## config.mk

```make
export PLATFORM = sky130hd
export DESIGN_NAME = cv32e40p_ft_supervisor_flat
export DESIGN_NICKNAME = d
export VERILOG_FILES = /design/src/rtl/cv32e40p_ft_supervisor_if.sv /design/src/rtl/cv32e40p_ft_supervisor.sv /design/src/flat_wrapper.sv
export SDC_FILE = /design/constraint.sdc
export NUM_CORES = 1
export LEC_CHECK = 0
export ABC_AREA = 1
export BUFFER_PORTS_ARGS = -buffer_cell sky130_fd_sc_hd__buf_4
export CAP_MARGIN = 20
export CORE_MARGIN = 1
export CORE_UTILIZATION = 35
export CTS_CLUSTER_SIZE = 14
export DETAILED_ROUTE_END_ITERATION = 10
export PLACE_DENSITY = 0.57
export SYNTH_ARGS = -nofsm -noshare
export SYNTH_HDL_FRONTEND = slang
export SYNTH_SLANG_ARGS = --single-unit
```

## constraint.sdc

```tcl
create_clock -name clk -period 2.15 [get_ports clk]
set_input_delay 0.215 -clock clk [delete_from_list [all_inputs] [get_ports clk]]
set_output_delay 0.215 -clock clk [all_outputs]
set_load 0.005 [all_outputs]
```

## src/rtl/cv32e40p_ft_supervisor_if.sv

```systemverilog
// Command channel of the fault-tolerance supervisor.
//
// Handshake: a command is transferred on a rising clk edge where both
// cmd_valid_i and cmd_ready_o are 1. The requester holds cmd_valid_i and
// the payload (cmd_op_i, cmd_unit_i, cmd_lane_i) stable until that edge.
// Completion is reported later by a one-cycle cmd_done_o pulse. cmd_err_o
// is meaningful only while cmd_done_o is 1.
//
// Signals:
//   cmd_valid_i  request valid
//   cmd_ready_o  supervisor can accept this cycle
//   cmd_op_i     0=FORCE, 1=RELEASE, 2=CLEAR unit counters, 3=CLEAR fatal
//   cmd_unit_i   target unit index
//   cmd_lane_i   target lane 0..2
//   cmd_done_o   one-cycle completion pulse
//   cmd_err_o    command failed (qualified by cmd_done_o)
interface cv32e40p_ft_supervisor_if;
    logic       cmd_valid_i;
    logic       cmd_ready_o;
    logic [1:0] cmd_op_i;
    logic [3:0] cmd_unit_i;
    logic [1:0] cmd_lane_i;
    logic       cmd_done_o;
    logic       cmd_err_o;

    modport master (
        output cmd_valid_i, cmd_op_i, cmd_unit_i, cmd_lane_i,
        input  cmd_ready_o, cmd_done_o, cmd_err_o
    );

    modport slave (
        input  cmd_valid_i, cmd_op_i, cmd_unit_i, cmd_lane_i,
        output cmd_ready_o, cmd_done_o, cmd_err_o
    );
endinterface

```

## src/rtl/cv32e40p_ft_supervisor.sv

```systemverilog
// Fault-tolerance supervisor for the TMR cv32e40p *_ft blocks.
// Counts detected/corrected errors per unit (saturating), raises a sticky
// fatal flag when a unit has two or more broken lanes, and forces/releases
// individual lanes through a command channel with confirmation and timeout.
//
// Ports:
//   clk, rst_n        clock, asynchronous active-low reset
//   err_detected_i    per-unit error detected pulses
//   err_corrected_i   per-unit error corrected pulses
//   is_broken_i       per-unit, per-lane broken status
//   set_broken_o      per-unit, per-lane broken force (level)
//   cmd               command channel (slave side)
//   rd_unit_i         counter read index
//   rd_det_cnt_o      detected count of rd_unit_i, one cycle later
//   rd_cor_cnt_o      corrected count of rd_unit_i, one cycle later
//   fatal_o           sticky fatal flag
//   fatal_unit_o      lowest unit index that raised fatal
//   dbg_state_o       command FSM state (0 IDLE, 1 APPLY, 2 CONFIRM, 3 DONE)
module cv32e40p_ft_supervisor #(
    parameter int N_UNITS         = 4,
    parameter int CNT_BITS        = 16,
    parameter int CONFIRM_TIMEOUT = 16
) (
    input  logic                     clk,
    input  logic                     rst_n,
    input  logic [N_UNITS-1:0]       err_detected_i,
    input  logic [N_UNITS-1:0]       err_corrected_i,
    input  logic [N_UNITS-1:0][2:0]  is_broken_i,
    output logic [N_UNITS-1:0][2:0]  set_broken_o,
    cv32e40p_ft_supervisor_if.slave  cmd,
    input  logic [3:0]               rd_unit_i,
    output logic [CNT_BITS-1:0]      rd_det_cnt_o,
    output logic [CNT_BITS-1:0]      rd_cor_cnt_o,
    output logic                     fatal_o,
    output logic [3:0]               fatal_unit_o,
    output logic [1:0]               dbg_state_o
);
    localparam logic [1:0] S_IDLE    = 2'd0;
    localparam logic [1:0] S_APPLY   = 2'd1;
    localparam logic [1:0] S_CONFIRM = 2'd2;
    localparam logic [1:0] S_DONE    = 2'd3;

    localparam logic [1:0] OP_FORCE   = 2'd0;
    localparam logic [1:0] OP_RELEASE = 2'd1;
    localparam logic [1:0] OP_CLR_CNT = 2'd2;
    localparam logic [1:0] OP_CLR_FAT = 2'd3;

    localparam int TW = $clog2(CONFIRM_TIMEOUT + 1);
    localparam logic [CNT_BITS-1:0] CNT_MAX = {CNT_BITS{1'b1}};

    logic [1:0]                r_state;
    logic [1:0]                w_next;
    logic                      r_ready;
    logic [3:0]                r_unit;
    logic [1:0]                r_lane;
    logic                      r_err;
    logic [TW-1:0]             r_timer;
    logic [N_UNITS-1:0][2:0]   r_sb;
    logic [CNT_BITS-1:0]       r_det [N_UNITS];
    logic [CNT_BITS-1:0]       r_cor [N_UNITS];
    logic [CNT_BITS-1:0]       r_rd_det;
    logic [CNT_BITS-1:0]       r_rd_cor;
    logic [CNT_BITS-1:0]       w_rd_det;
    logic [CNT_BITS-1:0]       w_rd_cor;
    logic                      r_fatal;
    logic [3:0]                r_fatal_unit;
    logic [N_UNITS-1:0]        w_fat_vec;
    logic [3:0]                w_fat_low;
    logic                      w_accept;
    logic                      w_bad;
    logic                      w_rel;
    logic                      w_clr_cnt;
    logic                      w_clr_fat;
    logic                      w_confirm;

    // Unit compared on 5 bits so N_UNITS=16 does not collapse to 0.
    assign w_accept  = (r_state == S_IDLE) && r_ready && cmd.cmd_valid_i;
    assign w_bad     = ({1'b0, cmd.cmd_unit_i} >= 5'(N_UNITS)) || (cmd.cmd_lane_i == 2'd3);
    assign w_rel     = w_accept && !w_bad && (cmd.cmd_op_i == OP_RELEASE);
    assign w_clr_cnt = w_accept && !w_bad && (cmd.cmd_op_i == OP_CLR_CNT);
    assign w_clr_fat = w_accept && !w_bad && (cmd.cmd_op_i == OP_CLR_FAT);

    always_comb begin
        w_confirm = 1'b0;
        w_rd_det  = '0;
        w_rd_cor  = '0;
        w_fat_low = '0;
        for (int u = 0; u < N_UNITS; u++) begin
            for (int l = 0; l < 3; l++) begin
                if (r_unit == 4'(u) && r_lane == 2'(l)) w_confirm = is_broken_i[u][l];
            end
            if (rd_unit_i == 4'(u)) begin
                w_rd_det = r_det[u];
                w_rd_cor = r_cor[u];
            end
            // Majority of the three lane flags == two or more broken.
            w_fat_vec[u] = (is_broken_i[u][0] & is_broken_i[u][1]) |
                           (is_broken_i[u][0] & is_broken_i[u][2]) |
                           (is_broken_i[u][1] & is_broken_i[u][2]);
        end
        for (int u = N_UNITS - 1; u >= 0; u--) begin
            if (w_fat_vec[u]) w_fat_low = 4'(u);
        end
    end

    always_comb begin
        w_next = r_state;
        case (r_state)
            S_IDLE:    if (w_accept) w_next = (w_bad || cmd.cmd_op_i != OP_FORCE) ? S_DONE : S_APPLY;
            S_APPLY:   w_next = S_CONFIRM;
            S_CONFIRM: if (w_confirm || r_timer == TW'(1)) w_next = S_DONE;
            default:   w_next = S_IDLE;
        endcase
    end

    always_ff @(posedge clk or negedge rst_n) begin
        if (!rst_n) begin
            r_state <= S_IDLE;
            r_ready <= 1'b0;
            r_unit  <= '0;
            r_lane  <= '0;
            r_err   <= 1'b0;
            r_timer <= '0;
        end else begin
            r_state <= w_next;
            // Ready is registered so it stays low throughout reset.
            r_ready <= (w_next == S_IDLE);
            if (w_accept) begin
                r_unit <= cmd.cmd_unit_i;
                r_lane <= cmd.cmd_lane_i;
                r_err  <= w_bad;
            end
            if (r_state == S_APPLY) r_timer <= TW'(CONFIRM_TIMEOUT);
            if (r_state == S_CONFIRM && !w_confirm) begin
                r_timer <= r_timer - TW'(1);
                if (r_timer == TW'(1)) r_err <= 1'b1;
            end
        end
    end

    always_ff @(posedge clk or negedge rst_n) begin
        if (!rst_n) begin
            r_sb <= '0;
        end else begin
            for (int u = 0; u < N_UNITS; u++) begin
                for (int l = 0; l < 3; l++) begin
                    if (r_state == S_APPLY && r_unit == 4'(u) && r_lane == 2'(l))
                        r_sb[u][l] <= 1'b1;
                    else if (w_rel && cmd.cmd_unit_i == 4'(u) && cmd.cmd_lane_i == 2'(l))
                        r_sb[u][l] <= 1'b0;
                end
            end
        end
    end

    always_ff @(posedge clk or negedge rst_n) begin
        if (!rst_n) begin
            for (int u = 0; u < N_UNITS; u++) begin
                r_det[u] <= '0;
                r_cor[u] <= '0;
            end
            r_rd_det <= '0;
            r_rd_cor <= '0;
        end else begin
            for (int u = 0; u < N_UNITS; u++) begin
                // Clear wins over a coincident error pulse.
                if (w_clr_cnt && cmd.cmd_unit_i == 4'(u)) begin
                    r_det[u] <= '0;
                    r_cor[u] <= '0;
                end else begin
                    if (err_detected_i[u] && r_det[u] != CNT_MAX) r_det[u] <= r_det[u] + 1'b1;
                    if (err_corrected_i[u] && r_cor[u] != CNT_MAX) r_cor[u] <= r_cor[u] + 1'b1;
                end
            end
            r_rd_det <= w_rd_det;
            r_rd_cor <= w_rd_cor;
        end
    end

    always_ff @(posedge clk or negedge rst_n) begin
        if (!rst_n) begin
            r_fatal      <= 1'b0;
            r_fatal_unit <= '0;
        end else if (w_clr_fat) begin
            // A persisting condition re-raises fatal on the following edge.
            r_fatal      <= 1'b0;
            r_fatal_unit <= '0;
        end else if (!r_fatal && |w_fat_vec) begin
            r_fatal      <= 1'b1;
            r_fatal_unit <= w_fat_low;
        end
    end

    assign set_broken_o    = r_sb;
    assign cmd.cmd_ready_o = r_ready;
    assign cmd.cmd_done_o  = (r_state == S_DONE);
    assign cmd.cmd_err_o   = (r_state == S_DONE) && r_err;
    assign rd_det_cnt_o    = r_rd_det;
    assign rd_cor_cnt_o    = r_rd_cor;
    assign fatal_o         = r_fatal;
    assign fatal_unit_o    = r_fatal_unit;
    assign dbg_state_o     = r_state;
endmodule

```

## src/flat_wrapper.sv

```systemverilog
// flat-port wrapper written by rule: the top's interface ports become plain ports
module cv32e40p_ft_supervisor_flat 
#(
    parameter int N_UNITS         = 4,
    parameter int CNT_BITS        = 16,
    parameter int CONFIRM_TIMEOUT = 16
)
  (clk, rst_n, err_detected_i, err_corrected_i, is_broken_i, set_broken_o, rd_unit_i, rd_det_cnt_o, rd_cor_cnt_o, fatal_o, fatal_unit_o, dbg_state_o, cmd_cmd_valid_i, cmd_cmd_op_i, cmd_cmd_unit_i, cmd_cmd_lane_i, cmd_cmd_ready_o, cmd_cmd_done_o, cmd_cmd_err_o);
  cv32e40p_ft_supervisor_if cmd_i ();
  input  logic clk;
  input  logic rst_n;
  input  logic [N_UNITS-1:0] err_detected_i;
  input  logic [N_UNITS-1:0] err_corrected_i;
  input  logic [N_UNITS-1:0][2:0] is_broken_i;
  output logic [N_UNITS-1:0][2:0] set_broken_o;
  input  logic [3:0] rd_unit_i;
  output logic [CNT_BITS-1:0] rd_det_cnt_o;
  output logic [CNT_BITS-1:0] rd_cor_cnt_o;
  output logic fatal_o;
  output logic [3:0] fatal_unit_o;
  output logic [1:0] dbg_state_o;
  input wire logic [$bits(cmd_i.cmd_valid_i)-1:0] cmd_cmd_valid_i;
  input wire logic [$bits(cmd_i.cmd_op_i)-1:0] cmd_cmd_op_i;
  input wire logic [$bits(cmd_i.cmd_unit_i)-1:0] cmd_cmd_unit_i;
  input wire logic [$bits(cmd_i.cmd_lane_i)-1:0] cmd_cmd_lane_i;
  output wire logic [$bits(cmd_i.cmd_ready_o)-1:0] cmd_cmd_ready_o;
  output wire logic [$bits(cmd_i.cmd_done_o)-1:0] cmd_cmd_done_o;
  output wire logic [$bits(cmd_i.cmd_err_o)-1:0] cmd_cmd_err_o;
  assign cmd_i.cmd_valid_i = cmd_cmd_valid_i;
  assign cmd_i.cmd_op_i = cmd_cmd_op_i;
  assign cmd_i.cmd_unit_i = cmd_cmd_unit_i;
  assign cmd_i.cmd_lane_i = cmd_cmd_lane_i;
  assign cmd_cmd_ready_o = cmd_i.cmd_ready_o;
  assign cmd_cmd_done_o = cmd_i.cmd_done_o;
  assign cmd_cmd_err_o = cmd_i.cmd_err_o;
  cv32e40p_ft_supervisor #(.N_UNITS(N_UNITS), .CNT_BITS(CNT_BITS), .CONFIRM_TIMEOUT(CONFIRM_TIMEOUT)) u_core (.clk(clk), .rst_n(rst_n), .err_detected_i(err_detected_i), .err_corrected_i(err_corrected_i), .is_broken_i(is_broken_i), .set_broken_o(set_broken_o), .cmd(cmd_i), .rd_unit_i(rd_unit_i), .rd_det_cnt_o(rd_det_cnt_o), .rd_cor_cnt_o(rd_cor_cnt_o), .fatal_o(fatal_o), .fatal_unit_o(fatal_unit_o), .dbg_state_o(dbg_state_o));
endmodule
```

==> reports/metrics.cfg <==
[global_route]
globalRouteOverflowTotal=0
grt_usage_pct=20.1
grt_start_max_net_pins=56
antenna_found_initial=0
grt_pass1_vias=9554
grt_first_pass_wirelength_mm=49.7

[critical_path]
crit_required_ps=2470
cp-end-kind=flip-flop
slowest_delay_ps=390
arrival_ps=2380
critPathSlowestCell=dfrtp_1
worstSetupPathType=flip-flop to flip-flop
critical_path.max_fanout=14
crit_chain=inv_2, ha_4, nand3_4, nor2_2, nor2_1, nor2_1, nand3_1, inv_2, buf_4, nand2_4, buf_6, nand3_1, o21ai_1
setup.worst_path.start_class=flip-flop

[floorplanning]
die_width_um=177
die-height_um=177
die_area_um2=31400
fp-row-count=63
core_area_um2=30000
boundaryPins=89
floorplan.initialDensity_pct=35.9

[finish]
antenna_diode_count=0
area_used_by_multi_input_combinational_logic_um2=5260
fillerInstances=3023
area.growth.synth_to_final_pct=20.8
design.final.nets=1563
final_layout_size_suffix_gt1_share_pct=15.5
fin_area_um2=13000
sequential_cell_area_um2=4760
post_layout_nonfiller_instances=1917

[place]
port-buffer-count=86
post_detailed_placement_half_perimeter_wirelength_mm=22.7
dp.cells=1873
detailed_place.area_um2=12100
gpl.final_weighted_congestion=0.906

[timing]
final-hold-violation-count=0
finalCriticalPeriod_ps=2060
fmaxAchievable_mhz=485
setup-violations-final=0
setup_total_negative_slack_ps=0
max_slew_margin_pct=53.9
tightest_slew_ps=686
finalMaxSlewViolations=0
final.setup_skew_ps=12.8
layout_worst_path_cycle_share_pct=95.9

[logic_synthesis]
ys_async_sr_fraction_pct=100
ys_seq_elements=190
yosys.cell_count.top_type=nand2_1
netlist_top_cells_area=dfrtp_1, nand2_1, nand3_1
yosysTopAreaCellShare_pct=44.2
count_of_flip_flops_with_a_built_in_enable_after_synthesis=0
synth_largest_area_cell=dfrtp_1
postSynth.topFlopCell=dfrtp_1
synth_commonest_cells=nand2_1, dfrtp_1, inv_1
post_synth_num_cell_types=41
count_of_warnings_emitted_by_yosys=0
post_syn_area_per_cell_um2=7.74
synthesis.instances=1389
synth-seq-area-share_pct=44.2
syn_area_um2=10800

[routing]
drt_iter0_markers=781
routed_wirelength_mm=30.3
drt.antenna.violating_nets=0
route.detailed.wl_per_inst_um=15.8
routed-via-count=9923
detailedRoute.firstPassIterationCount=6
drc=0
viasPerCell=5.18

[flow_run]
maxCapViolations=0

[cts]
clkTransAtPathRegs_ps=70
number_of_clock_buffers_inserted_by_tritoncts=17
tritoncts_num_sinks=190
cts_root_buffer=clkbuf_16
clk-insertion-delay-late_ps=450
htreeDepth=4
cts_tree=built
clockBufferDepth=2

[power]
cellLeakagePower_nw=5.90
irDropWorstVdd_v=0.000669
power_density_nw_per_um2=963

[min_path]
holdCritPathClass=primary input to flip-flop

[outcome]
outcome=finished, final reports clean

routing by layer:
metal	GRT usage, %	wire [µm]	vias to the layer above
met1	27.0	13900	4661
met4	5.45	626	0
met5	0	0	-
li1	-	-	4931
met2	32.5	14200	297
met3	4.58	1640	34
power breakdown:
part           internal, mW  leakage [nW]  switching, mW
sequential             4.45          2.35          0.873
clock                  1.78         0.302           1.58
combinational          1.43          3.26           2.40
cells in the final DEF (no fill, tap or decap), types with 4 or more instances in the layout:
cell type,count
nand4_1,49
nand2_2,9
o21ai_1,48
inv_8,6
buf_4,132
dfrtp_1,189
nor3_2,6
nand3_1,126
o22ai_1,33
nand2_4,5
o21ai_0,117
a21oi_1,66
nor2_2,8
inv_6,4
nand3b_1,7
nor2_1,94
inv_1,163
ha_1,13
buf_6,6
o21ai_2,8
nor4_1,22
buf_12,4
nor3_1,36
clkbuf_16,17
o31ai_1,11
clkinvlp_4,4
inv_2,7
nand2_1,241
xor2_1,60
area by class of cell:
type	instances	area share, %
inverters	175	5.27
repair buffers	146	9.10
flip-flops and latches	190	36.6
well taps	390	3.75
clock buffers	17	3.27
multi-input cells	983	40.4
clock inverters	15	1.52
repair inverters	1	0.0578
per-stage QoR:
| stage | hold slack (ps) | utilization [%] | power, mW | worst slack (ps) |
|---|---|---|---|---|
| after global routing | 93.5 | 43.4 | 13.5 | -30.4 |
| after floorplan | -80.6 | - | 7.76 | 271 |
| final | 88.1 | 43.4 | 12.5 | 87.5 |
| after CTS | 51.1 | 42.6 | 12.6 | -15.2 |
| after global placement | 164 | 40.4 | 9.05 | -4.82 |
| after detailed placement | 164 | 40.4 | 9.13 | -60.6 |
logic make-up after synthesis:
kind of cell / after synthesis / synth area share [%]
other: 1 / 0.0349
XOR/XNOR: 61 / 4.97
flip-flops: 190 / 44.2
buffers and inverters: 217 / 8.15
AO/OA/AOI/OAI: 291 / 14.6
adder cells (fa/ha/maj): 14 / 1.63
AND/OR/NAND/NOR: 615 / 26.4
path summary, 6_finish.rpt:
check / from / end / slack, ps / cells past startpoint
max in group asynchronous: rst_n / u_core.r_cor[63] / 1220 / 3
worst max register to register: u_core.dbg_state_o[1] / u_core.r_cor[49] / 90 / 13
worst max-delay path: u_core.dbg_state_o[1] / u_core.r_cor[49] / 90 / 13
worst min-delay path: err_detected_i[2] / u_core.r_det[31] / 90 / 3
min in group asynchronous: rst_n / u_core.r_det[6] / 240 / 2
worst min register to register: u_core.set_broken_o[9] / u_core.set_broken_o[9] / 510 / 2
flip-flops by register name, indices dropped and copies added (netlist names):
signal and flops:
u_core.cmd.cmd_ready_o 1, u_core.dbg_state_o 2, u_core.fatal_o 1, u_core.fatal_unit_o 2, u_core.r_cor 64, u_core.r_det 64, u_core.r_err 1, u_core.r_lane 2
u_core.r_timer 5, u_core.r_unit 4, u_core.rd_cor_cnt_o 16, u_core.rd_det_cnt_o 16, u_core.set_broken_o 12
timing repair:
item,4_1_cts,5_1_grt
pin swaps,0,4
setup buffers,0,8
setup endpoints to repair,36,140
gates resized for setup,7,42
hold endpoints to repair,37,0
gates cloned,0,1
hold buffers,3,0
critical path: cells and delay by family (launching register included):
family	cells	cell delay, ps
AOI/OAI and AO/OA	1	80
adders and majority gates	1	140
buffers and inverters	4	560
DFF	1	390
and+or+nand+nor	7	760
(Power assumes the default switching activity.)
